`src/rtl/ahb_slave_interface.sv`:
```
// ----------------------------------------------------------------------------
// ahb_slave_interface
//
// AHB-Lite slave front end of the AHB2APB bridge. Qualifies each address
// phase, decodes it to one of three peripheral slots and holds a request for
// the downstream APB controller until that controller reports completion.
// The AHB data phase is stretched through hr_readyout meanwhile. Reads take
// one extra cycle so that the registered hrdata is valid when HREADY rises.
// Out-of-range transfers get the two-cycle ERROR response.
//
// Ports:
//   hclk, hresetn        clock, asynchronous active-low reset
//   haddr, htrans,
//   hwrite, hready_in    AHB address-phase inputs
//   hwdata               AHB write data (data phase)
//   xfer_done, rd_data   completion strobe and read data from the controller
//   hr_readyout, hresp,
//   hrdata               AHB slave response
//   req_valid, req_addr,
//   req_write, req_wdata,
//   tempselx             request to the APB controller, one-hot slot select
// ----------------------------------------------------------------------------
module ahb_slave_interface #(
   parameter logic [31:0] ADDR_BASE  = 32'h8000_0000,
   parameter logic [31:0] ADDR_LIMIT = 32'h8C00_0000,
   parameter int unsigned SLOT_SHIFT = 26
) (
   input  logic        hclk,
   input  logic        hresetn,
   input  logic [31:0] haddr,
   input  logic [1:0]  htrans,
   input  logic        hwrite,
   input  logic        hready_in,
   input  logic [31:0] hwdata,
   input  logic        xfer_done,
   input  logic [31:0] rd_data,
   output logic        hr_readyout,
   output logic        hresp,
   output logic [31:0] hrdata,
   output logic        req_valid,
   output logic [31:0] req_addr,
   output logic        req_write,
   output logic [31:0] req_wdata,
   output logic [2:0]  tempselx
);

   typedef enum logic [2:0] {
      ST_IDLE,
      ST_WAIT,
      ST_READ_OUT,
      ST_ERR1,
      ST_ERR2
   } state_t;

   state_t      state_q,     state_d;
   logic        req_valid_q, req_valid_d;
   logic [31:0] req_addr_q,  req_addr_d;
   logic        req_write_q, req_write_d;
   logic [2:0]  tempselx_q,  tempselx_d;
   logic [31:0] hrdata_q,    hrdata_d;

   logic        act;
   logic        in_range;
   logic        good;
   logic        bad;
   logic        sample;
   logic [31:0] offset;
   logic [31:0] slot;
   logic [2:0]  sel_onehot;

   // Only NONSEQ/SEQ with HREADY high form an address phase.
   assign act      = hready_in && ((htrans == 2'b10) || (htrans == 2'b11));
   assign in_range = (haddr >= ADDR_BASE) && (haddr < ADDR_LIMIT);
   assign good     = act && in_range;
   assign bad      = act && !in_range;

   assign offset = haddr - ADDR_BASE;
   assign slot   = offset >> SLOT_SHIFT;

   always_comb begin
      sel_onehot = 3'b000;
      case (slot)
         32'd0:   sel_onehot = 3'b001;
         32'd1:   sel_onehot = 3'b010;
         32'd2:   sel_onehot = 3'b100;
         default: sel_onehot = 3'b000;
      endcase
   end

   // Next-state and request capture.
   always_comb begin
      state_d     = state_q;
      req_valid_d = req_valid_q;
      req_addr_d  = req_addr_q;
      req_write_d = req_write_q;
      tempselx_d  = tempselx_q;
      hrdata_d    = hrdata_q;
      sample      = 1'b0;

      case (state_q)
         ST_IDLE, ST_ERR2, ST_READ_OUT: sample = 1'b1;
         ST_WAIT: begin
            if (xfer_done) begin
               if (req_write_q) begin
                  sample = 1'b1;
               end else begin
                  // Read: latch data now, present it next cycle with HREADY high.
                  hrdata_d    = rd_data;
                  req_valid_d = 1'b0;
                  state_d     = ST_READ_OUT;
               end
            end
         end
         ST_ERR1: state_d = ST_ERR2;
         default: state_d = ST_IDLE;
      endcase

      if (sample) begin
         if (good) begin
            state_d     = ST_WAIT;
            req_valid_d = 1'b1;
            req_addr_d  = haddr;
            req_write_d = hwrite;
            tempselx_d  = sel_onehot;
         end else if (bad) begin
            state_d     = ST_ERR1;
            req_valid_d = 1'b0;
            tempselx_d  = 3'b000;
         end else begin
            state_d     = ST_IDLE;
            req_valid_d = 1'b0;
            tempselx_d  = 3'b000;
         end
      end
   end

   always_ff @(posedge hclk or negedge hresetn) begin
      if (!hresetn) begin
         state_q     <= ST_IDLE;
         req_valid_q <= 1'b0;
         req_addr_q  <= 32'h0;
         req_write_q <= 1'b0;
         tempselx_q  <= 3'b000;
         hrdata_q    <= 32'h0;
      end else begin
         state_q     <= state_d;
         req_valid_q <= req_valid_d;
         req_addr_q  <= req_addr_d;
         req_write_q <= req_write_d;
         tempselx_q  <= tempselx_d;
         hrdata_q    <= hrdata_d;
      end
   end

   // Response: a write completes in the xfer_done cycle, a read one cycle later.
   always_comb begin
      hr_readyout = 1'b1;
      hresp       = 1'b0;
      case (state_q)
         ST_WAIT: hr_readyout = xfer_done && req_write_q;
         ST_ERR1: begin
            hr_readyout = 1'b0;
            hresp       = 1'b1;
         end
         ST_ERR2: hresp = 1'b1;
         default: begin
            hr_readyout = 1'b1;
            hresp       = 1'b0;
         end
      endcase
   end

   assign req_valid = req_valid_q;
   assign req_addr  = req_addr_q;
   assign req_write = req_write_q;
   assign tempselx  = tempselx_q;
   assign hrdata    = hrdata_q;
   assign req_wdata = hwdata;

endmodule
```
`config.mk`:
```
export PLATFORM = sky130hd
export DESIGN_NAME = ahb_slave_interface
export DESIGN_NICKNAME = d
export VERILOG_FILES = /design/src/rtl/ahb_slave_interface.sv
export SDC_FILE = /design/constraint.sdc
export NUM_CORES = 1
export LEC_CHECK = 0
export ABC_AREA = 1
export CORE_AREA = 2 2 96 98
export DETAILED_ROUTE_END_ITERATION = 6
export DIE_AREA = 0 0 98 100
export PLACE_DENSITY = 0.84
export REMOVE_ABC_BUFFERS = 1
export SLEW_MARGIN = 10
export SYNTH_ARGS = -nofsm -noshare
export SYNTH_HDL_FRONTEND = slang
export SYNTH_SLANG_ARGS = --single-unit
```
`constraint.sdc`:
```
create_clock -name hclk -period 3.1 [get_ports hclk]
set_input_delay 0.62 -clock hclk [delete_from_list [all_inputs] [get_ports hclk]]
set_output_delay 0.62 -clock hclk [all_outputs]
set_load 0.01 [all_outputs]
```
==> metrics.md, run 1 <==
| Metric | Value |
|---|---|
| FF-to-FF Start | `state_q[2]` |
| Min-Delay Path Class | `primary input to async pin` |
| Cell Pwr Density | `687.0 mW/mm2` |
| Clk_lat worst skew | `330 ps` |
| Post-synth EDFFs | `0` |
| Seq/Total Area, Yosys | `53.02%` |
| Top-count cell post-synth | `nand2_1` |
| Die H | `100 um` |
| Routed WL | `9195 um` |
| Min setup slack post-route | `598.0 ps` |
| Worst slew pin tran | `882.3 ps` |
| Ports | `206` |
| Final antenna-violating net count | `0` |
| CP Cell Sequence | `clkdlybuf4s50_1 > nand2_1 > inv_1 > nand3_2 > nand2_1 > clkdlybuf4s50_1` |
| Core area | `0.008890 mm2` |
| Most instantiated cells after synthesis | `nand2_1, dfrtp_1, nand3_1, buf_4, nand3_2` |
| Detailed Place HPWL | `6653 um` |
| Leading area contributor after synthesis | `dfrtp_1` |
| Setup Buffers After CTS | `0` |
| Input/output buffers | `140` |
| Maximum clock rate | `0.3997 GHz` |
| Setup TNS Final | `0 ps` |
| TritonCTS buffer count | `9` |
| Worst Path Max Fanout | `2` |
| Worst clock skew | `7.917 ps` |
| Placed Cells | `562` |
| DIE WIDTH | `98 um` |
| GRT Total Usage | `19.13%` |
| Initial antenna violation count | `0` |
| RR Endpoint | `hrdata[20]` |
| CTS tree | `done` |
| Largest net degree at the start of global routing | `73` |
| Wire length per cell | `15.91 um` |
| Endpoints failing hold | `0` |
| Final Core Density | `54.06%` |
| Yosys warns | `0` |
| CTS Hold Bufs | `0` |
| Synth area leaders | `dfrtp_1, nand2_1, buf_4` |
| Layout net count | `565` |
| Antenna diodes | `0` |
| VDD IR max | `226.6 uV` |
| Minimum clock period | `2502 ps` |
| Async set or reset register ratio after synthesis | `100.0%` |
| Unrepaired setup endpoints after global routing | `no` |
| Reg2Reg Setup Slack | `940 ps` |
| Distinct cells, synth | `22` |
| WP data arrival | `1880 ps` |
| Crit path max-delay cell type | `clkdlybuf4s50_1` |
| Clock transition at path regs | `80 ps` |
| Final cycle utilization of the critical path | `80.71%` |
| Max-Cap Viols | `0` |
| Top FF cell, synth | `dfrtp_1` |
| Vias/cell | `4.803` |
| H-tree depth | `3` |
| Non-Filler Instances | `578` |
| Leak | `0.002291 uW` |
| Area Growth Syn to Fin | `41.42%` |
| Worst path required time | `2480 ps` |
| Max_slew headroom | `41.18%` |
| Crit path capture type | `primary output` |
| Vias in the first global route | `2,889` |
| Clock sink count | `72` |
| Die area | `0.009800 mm2` |
| Final weighted congestion in routability-driven placement | `0.7830` |
| Remaining DRCs | `0` |
| Initial Util | `38.23%` |
| #FFs+latches synth | `72` |
| Rows | `35` |
| Total grt overflow | `0` |
| Min Hold Slack | `409.1 ps` |
| CTS Root Buffer Type | `clkbuf_8` |
| First-pass GRT wire length | `14,730 um` |
| DR iter-0 viols | `115` |
| Area share of the largest cell type after synthesis | `53.02%` |
| Synthesized cell area | `0.003398 mm2` |
| Run status | `finished, final reports clean` |
| Longest Clk Path Bufs | `2` |
| Post-Syn Instances | `359` |
| Crit path largest cell delay | `530 ps` |
| Kind of critical path | `primary input to primary output` |
| Syn Area/Cell | `9.466 um2` |
| Startpoint Class | `primary input` |
| Setup WS pre-CTS | `592.1 ps` |
| Final setup fails | `0` |
| Reg2Reg Depth | `6` |
| Share of cells above drive strength 1 | `11.56%` |
| Vias | `2,776` |
| DR pass1 iterations | `5` |
| Max-slew violation count | `0` |
| Post-CTS Resized | `0` |
## layer usage
metal / global-route usage (%) / share of wire (%)
met1: 23.55 / 42
met2: 27.56 / 44
met3: 11.77 / 14
met4: 6.197 / 0.71
met5: 3.077 / 0
## stage by stage
step / instance area [um2] / total power [uW]
finish: 4806 / 3302
CTS: 4806 / 3347
global route: 4806 / 3503
global placement: 4537 / 2313
detailed placement: 4537 / 2354
floorplan: 2962 / 1671
## cells by family after synthesis
logic type | synth area share [%]
AND/OR/NAND/NOR | 31.66
flip-flops | 53.02
AO/OA/AOI/OAI | 1.362
buffers and inverters | 13.95
## cell usage in the layout (no fill, tap or decap), drive strengths merged
master,Yosys,final
o21ai,4,4
inv,10,10
nand3b,1,1
buf,51,4
bufinv,0,4
a21boi,3,3
nand3,67,67
nand2,141,141
nor2,10,10
clkinvlp,0,1
dfrtp,72,72
clkbuf,0,11
clkdlybuf4s50,0,139
## worst max path at each step
stage / slack [ps] / end / start / cells after the start
6_report: 600 / hr_readyout / xfer_done / 6
5_1_grt: 540 / hr_readyout / xfer_done / 6
4_1_cts: 590 / hr_readyout / xfer_done / 6
3_5_place_dp: 590 / hr_readyout / xfer_done / 6
3_3_place_gp: 600 / hr_readyout / xfer_done / 6
2_1_floorplan: 460 / req_valid / xfer_done / 5
## layout make-up
cell class,instances,area (um2)
clock buffer,11,141.4
clock inverter,5,127.6
fill,765,4084
inverter,10,37.54
multi-input combinational,226,1125
sequential,72,1802
tap,111,138.9
timing repair buffer,143,1434
## sequential cells by signal, indices dropped and copies added (netlist names)
register	flops
state_q	3
req_write	1
req_valid	1
hrdata	32
tempselx	3
req_addr	32
## critical path, delay by kind of cell
| family | cells | cell delay (ps) |
|---|---|---|
| buffers and inverters | 3 | 1070 |
| and+or+nand+nor | 3 | 190 |
## where the power goes
part | total [uW] | internal (uW) | switching [uW]
sequential | 1300 | 1170 | 129
clock | 978 | 639 | 339
combinational | 1020 | 567 | 457
Power figures use the tool's default switching activity.
==> run 2: changes to the inputs <==
CORE_AREA = 2 2 103 105   (was 2 2 96 98)
DIE_AREA = 0 0 105 107   (was 0 0 98 100)
PLACE_DENSITY = 0.78   (was 0.84)
clock period = 2.04 ns   (was 3.1 ns; I/O delays follow)
==> run 2 against run 1 <==
Non-clock buffer count grew 5. Register-to-register slack lost 560 ps. Combinational power grew 55%. Highest routed layer is now met5.
==> metrics.md, run 2 (same netlist as run 1, synthesis figures left out) <==
| Metric | Value |
|---|---|
| Run status | `finished, final reports clean` |
| Longest Clk Path Bufs | `2 (unchanged)` |
| Ports | `206 (unchanged)` |
| Startpoint Class | `flop` |
| Largest net degree at the start of global routing | `41 (-44%)` |
| Area Growth Syn to Fin | `41.49% (about the same)` |
| CP bufs+invs | `2 (-1)` |
| H-tree depth | `3 (unchanged)` |
| Endpoints failing hold | `0 (unchanged)` |
| Vias | `2,775 (-0.036%)` |
| Initial Util | `33.67% (-4.6 points)` |
| Leak | `0.002290 uW (about the same)` |
| Vias in the first global route | `2,806 (-2.9%)` |
| Cell Pwr Density | `957.1 mW/mm2 (+39%)` |
| Minimum clock period | `1801 ps` |
| Die area | `0.01124 mm2 (+15%)` |
| Final antenna-violating net count | `0 (unchanged)` |
| Worst Path Max Fanout | `3 (+1)` |
| First-pass GRT wire length | `14,990 um (+1.7%)` |
| TritonCTS buffer count | `9 (unchanged)` |
| Critical Path Stages | `4 (-2)` |
| Crit path capture type | `primary output` |
| Reg2Reg Depth | `7 (+1)` |
| Clock transition at path regs | `70 ps (about the same)` |
| Die H | `107 um (+7.0%)` |
| Max_slew headroom | `57.74% (+17 points)` |
| Crit path max-delay cell type | `dfrtp_1` |
| VDD IR max | `328.8 uV (+45%)` |
| Core area | `0.01009 mm2 (+14%)` |
| Unrepaired setup endpoints after global routing | `no` |
| GRT Total Usage | `17.31% (-1.8 points)` |
| Worst path required time | `1630 ps (-850 ps)` |
| Critical Path Source | `state_q[2]` |
| Detailed Place HPWL | `7117 um (+7.0%)` |
| CP Cell Sequence | `inv_2 > nand2_1 > o21ai_0 > dlygate4sd2_1` |
| Input/output buffers | `140 (unchanged)` |
| Layout net count | `570 (+0.88%)` |
| Share of cells above drive strength 1 | `12.08% (+0.51 points)` |
| Filler instances | `993 (+30%)` |
| Wire length per cell | `15.71 um (-1.2%)` |
| Routed WL | `9554 um (+3.9%)` |
| Crit path largest cell delay | `420 ps (-110 ps)` |
| Initial antenna violation count | `0 (unchanged)` |
| Routing usage on met1 | `21.36% (-2.2 points)` |
| WP data arrival | `1390 ps (-490 ps)` |
| Clock sink count | `72 (unchanged)` |
| Rows | `37 (+5.7%)` |
| Final setup fails | `0 (unchanged)` |
| DR pass1 iterations | `4 (-1)` |
| Reg2Reg Setup Slack | `380 ps (-560 ps)` |
| Clk_lat worst skew | `330 ps (about the same)` |
| Setup Buffers After CTS | `0 (unchanged)` |
| Max-slew violation count | `0 (unchanged)` |
| Final cycle utilization of the critical path | `88.26%` |
| Kind of critical path | `flop to primary output` |
| Area of the multi-input gates | `0.001125 mm2 (unchanged)` |
| Met2 Use GR | `24.54% (-3.0 points)` |
| CTS Root Buffer Type | `clkbuf_8` |
| Antenna diodes | `0 (unchanged)` |
| Min Hold Slack | `22.01 ps (-387.1 ps)` |
| Met3 usage | `11.12% (-0.64 points)` |
| Placed cell area | `0.004631 mm2 (+2.1%)` |
| Cell family with most CP delay | `flip-flops` |
| Placed Cells | `592 (+5.3%)` |
| Register area | `0.001802 mm2 (unchanged)` |
| CTS tree | `done` |
| Final Core Density | `47.64% (-6.4 points)` |
| Total grt overflow | `0 (unchanged)` |
| FF-to-FF Start | `state_q[2]` |
| Worst slew pin tran | `631.6 ps (-250.7 ps)` |
| Max-Cap Viols | `0 (unchanged)` |
| Min-Delay Path Class | `primary input to async pin` |
| Commonest non-fill, non-tap cells in the layout | `nand2_1, clkdlybuf4s50_1, dfrtp_1, nand3_1, nand3_2` |
| Vias/cell | `4.564 (-5.0%)` |
| DR iter-0 viols | `115 (unchanged)` |
| Post-route cell area | `0.004808 mm2 (about the same)` |
| Final weighted congestion in routability-driven placement | `0.7799 (-0.40%)` |
| Worst clock skew | `6.857 ps (-1.059 ps)` |
| Grt peak-use layer | `met2` |
| Commonest non-fill, non-tap cell in the layout | `nand2_1` |
| Remaining DRCs | `0 (unchanged)` |
| Maximum clock rate | `0.5554 GHz` |
| Non-Filler Instances | `608 (+5.2%)` |
| DIE WIDTH | `105 um (+7.1%)` |
[run 2: cell count changes in the layout (fill, tap and decap cells not counted), sizes merged]
cell,change
buf,+5
bufinv,-3
clkbuf,+1
clkdlybuf4s50,-2
clkinv,+3
clkinvlp,-1
dlygate4sd2,+2
[run 2: final timing paths]
path,to
min in group hclk,req_addr[4]
setup reg to reg,req_addr[11]
hold reg to reg,req_addr[4]
setup / recovery,hresp
max in group asynchronous,hrdata[11]
hold / removal,state_q[0]
[run 2: metrics by stage]
step	power (uW)	worst slack (ps)	setup TNS [ps]
3_5_place_dp	3598	-73.53	-1489
2_1_floorplan	2539	-396.7	-11920
3_3_place_gp	3546	-49.04	-712.7
4_1_cts	4671	214.6	0
6_report	4602	239.4	0
5_1_grt	4904	172.4	0
[run 2: cell type report]
type / instances / area share, %
Sequential cell: 72 / 37.47
Timing Repair Buffer: 148 / 31.07
Multi-Input combinational cell: 226 / 23.39
Tap cell: 136 / 3.539
Clock buffer: 12 / 2.810
Clock inverter: 4 / 0.9368
Inverter: 10 / 0.7806
[run 2: repair_timing]
action / CTS / global route
endpoints found under the setup margin: 2 / 0
hold buffers: 0 / 0
resized for setup: 2 / 0
[run 2: power by group]
part / internal [uW] / leakage, uW / switching [uW]
Clock: 561 / 0.0000941 / 490
Combinational: 870 / 0.00126 / 707
Sequential: 1780 / 0.000932 / 195
Total: 3210 / 0.00229 / 1390
[run 2: worst register-to-register path, stage by stage (launching register included)]
cell and delay [ps]:
dfrtp_1 420, nor2_2 150, nand3_2 80, buf_4 140
nand2_2 270, nand2_4 280, nand2_1 160, nand2_1 50
[run 2: metal layers]
layer	share of wire, %	vias to the layer above	wire length [um]
met2	42	142	4026
li1	-	1315	-
met5	0.38	-	36
met3	14	11	1369
met1	42	1305	4036
met4	0.89	2	85
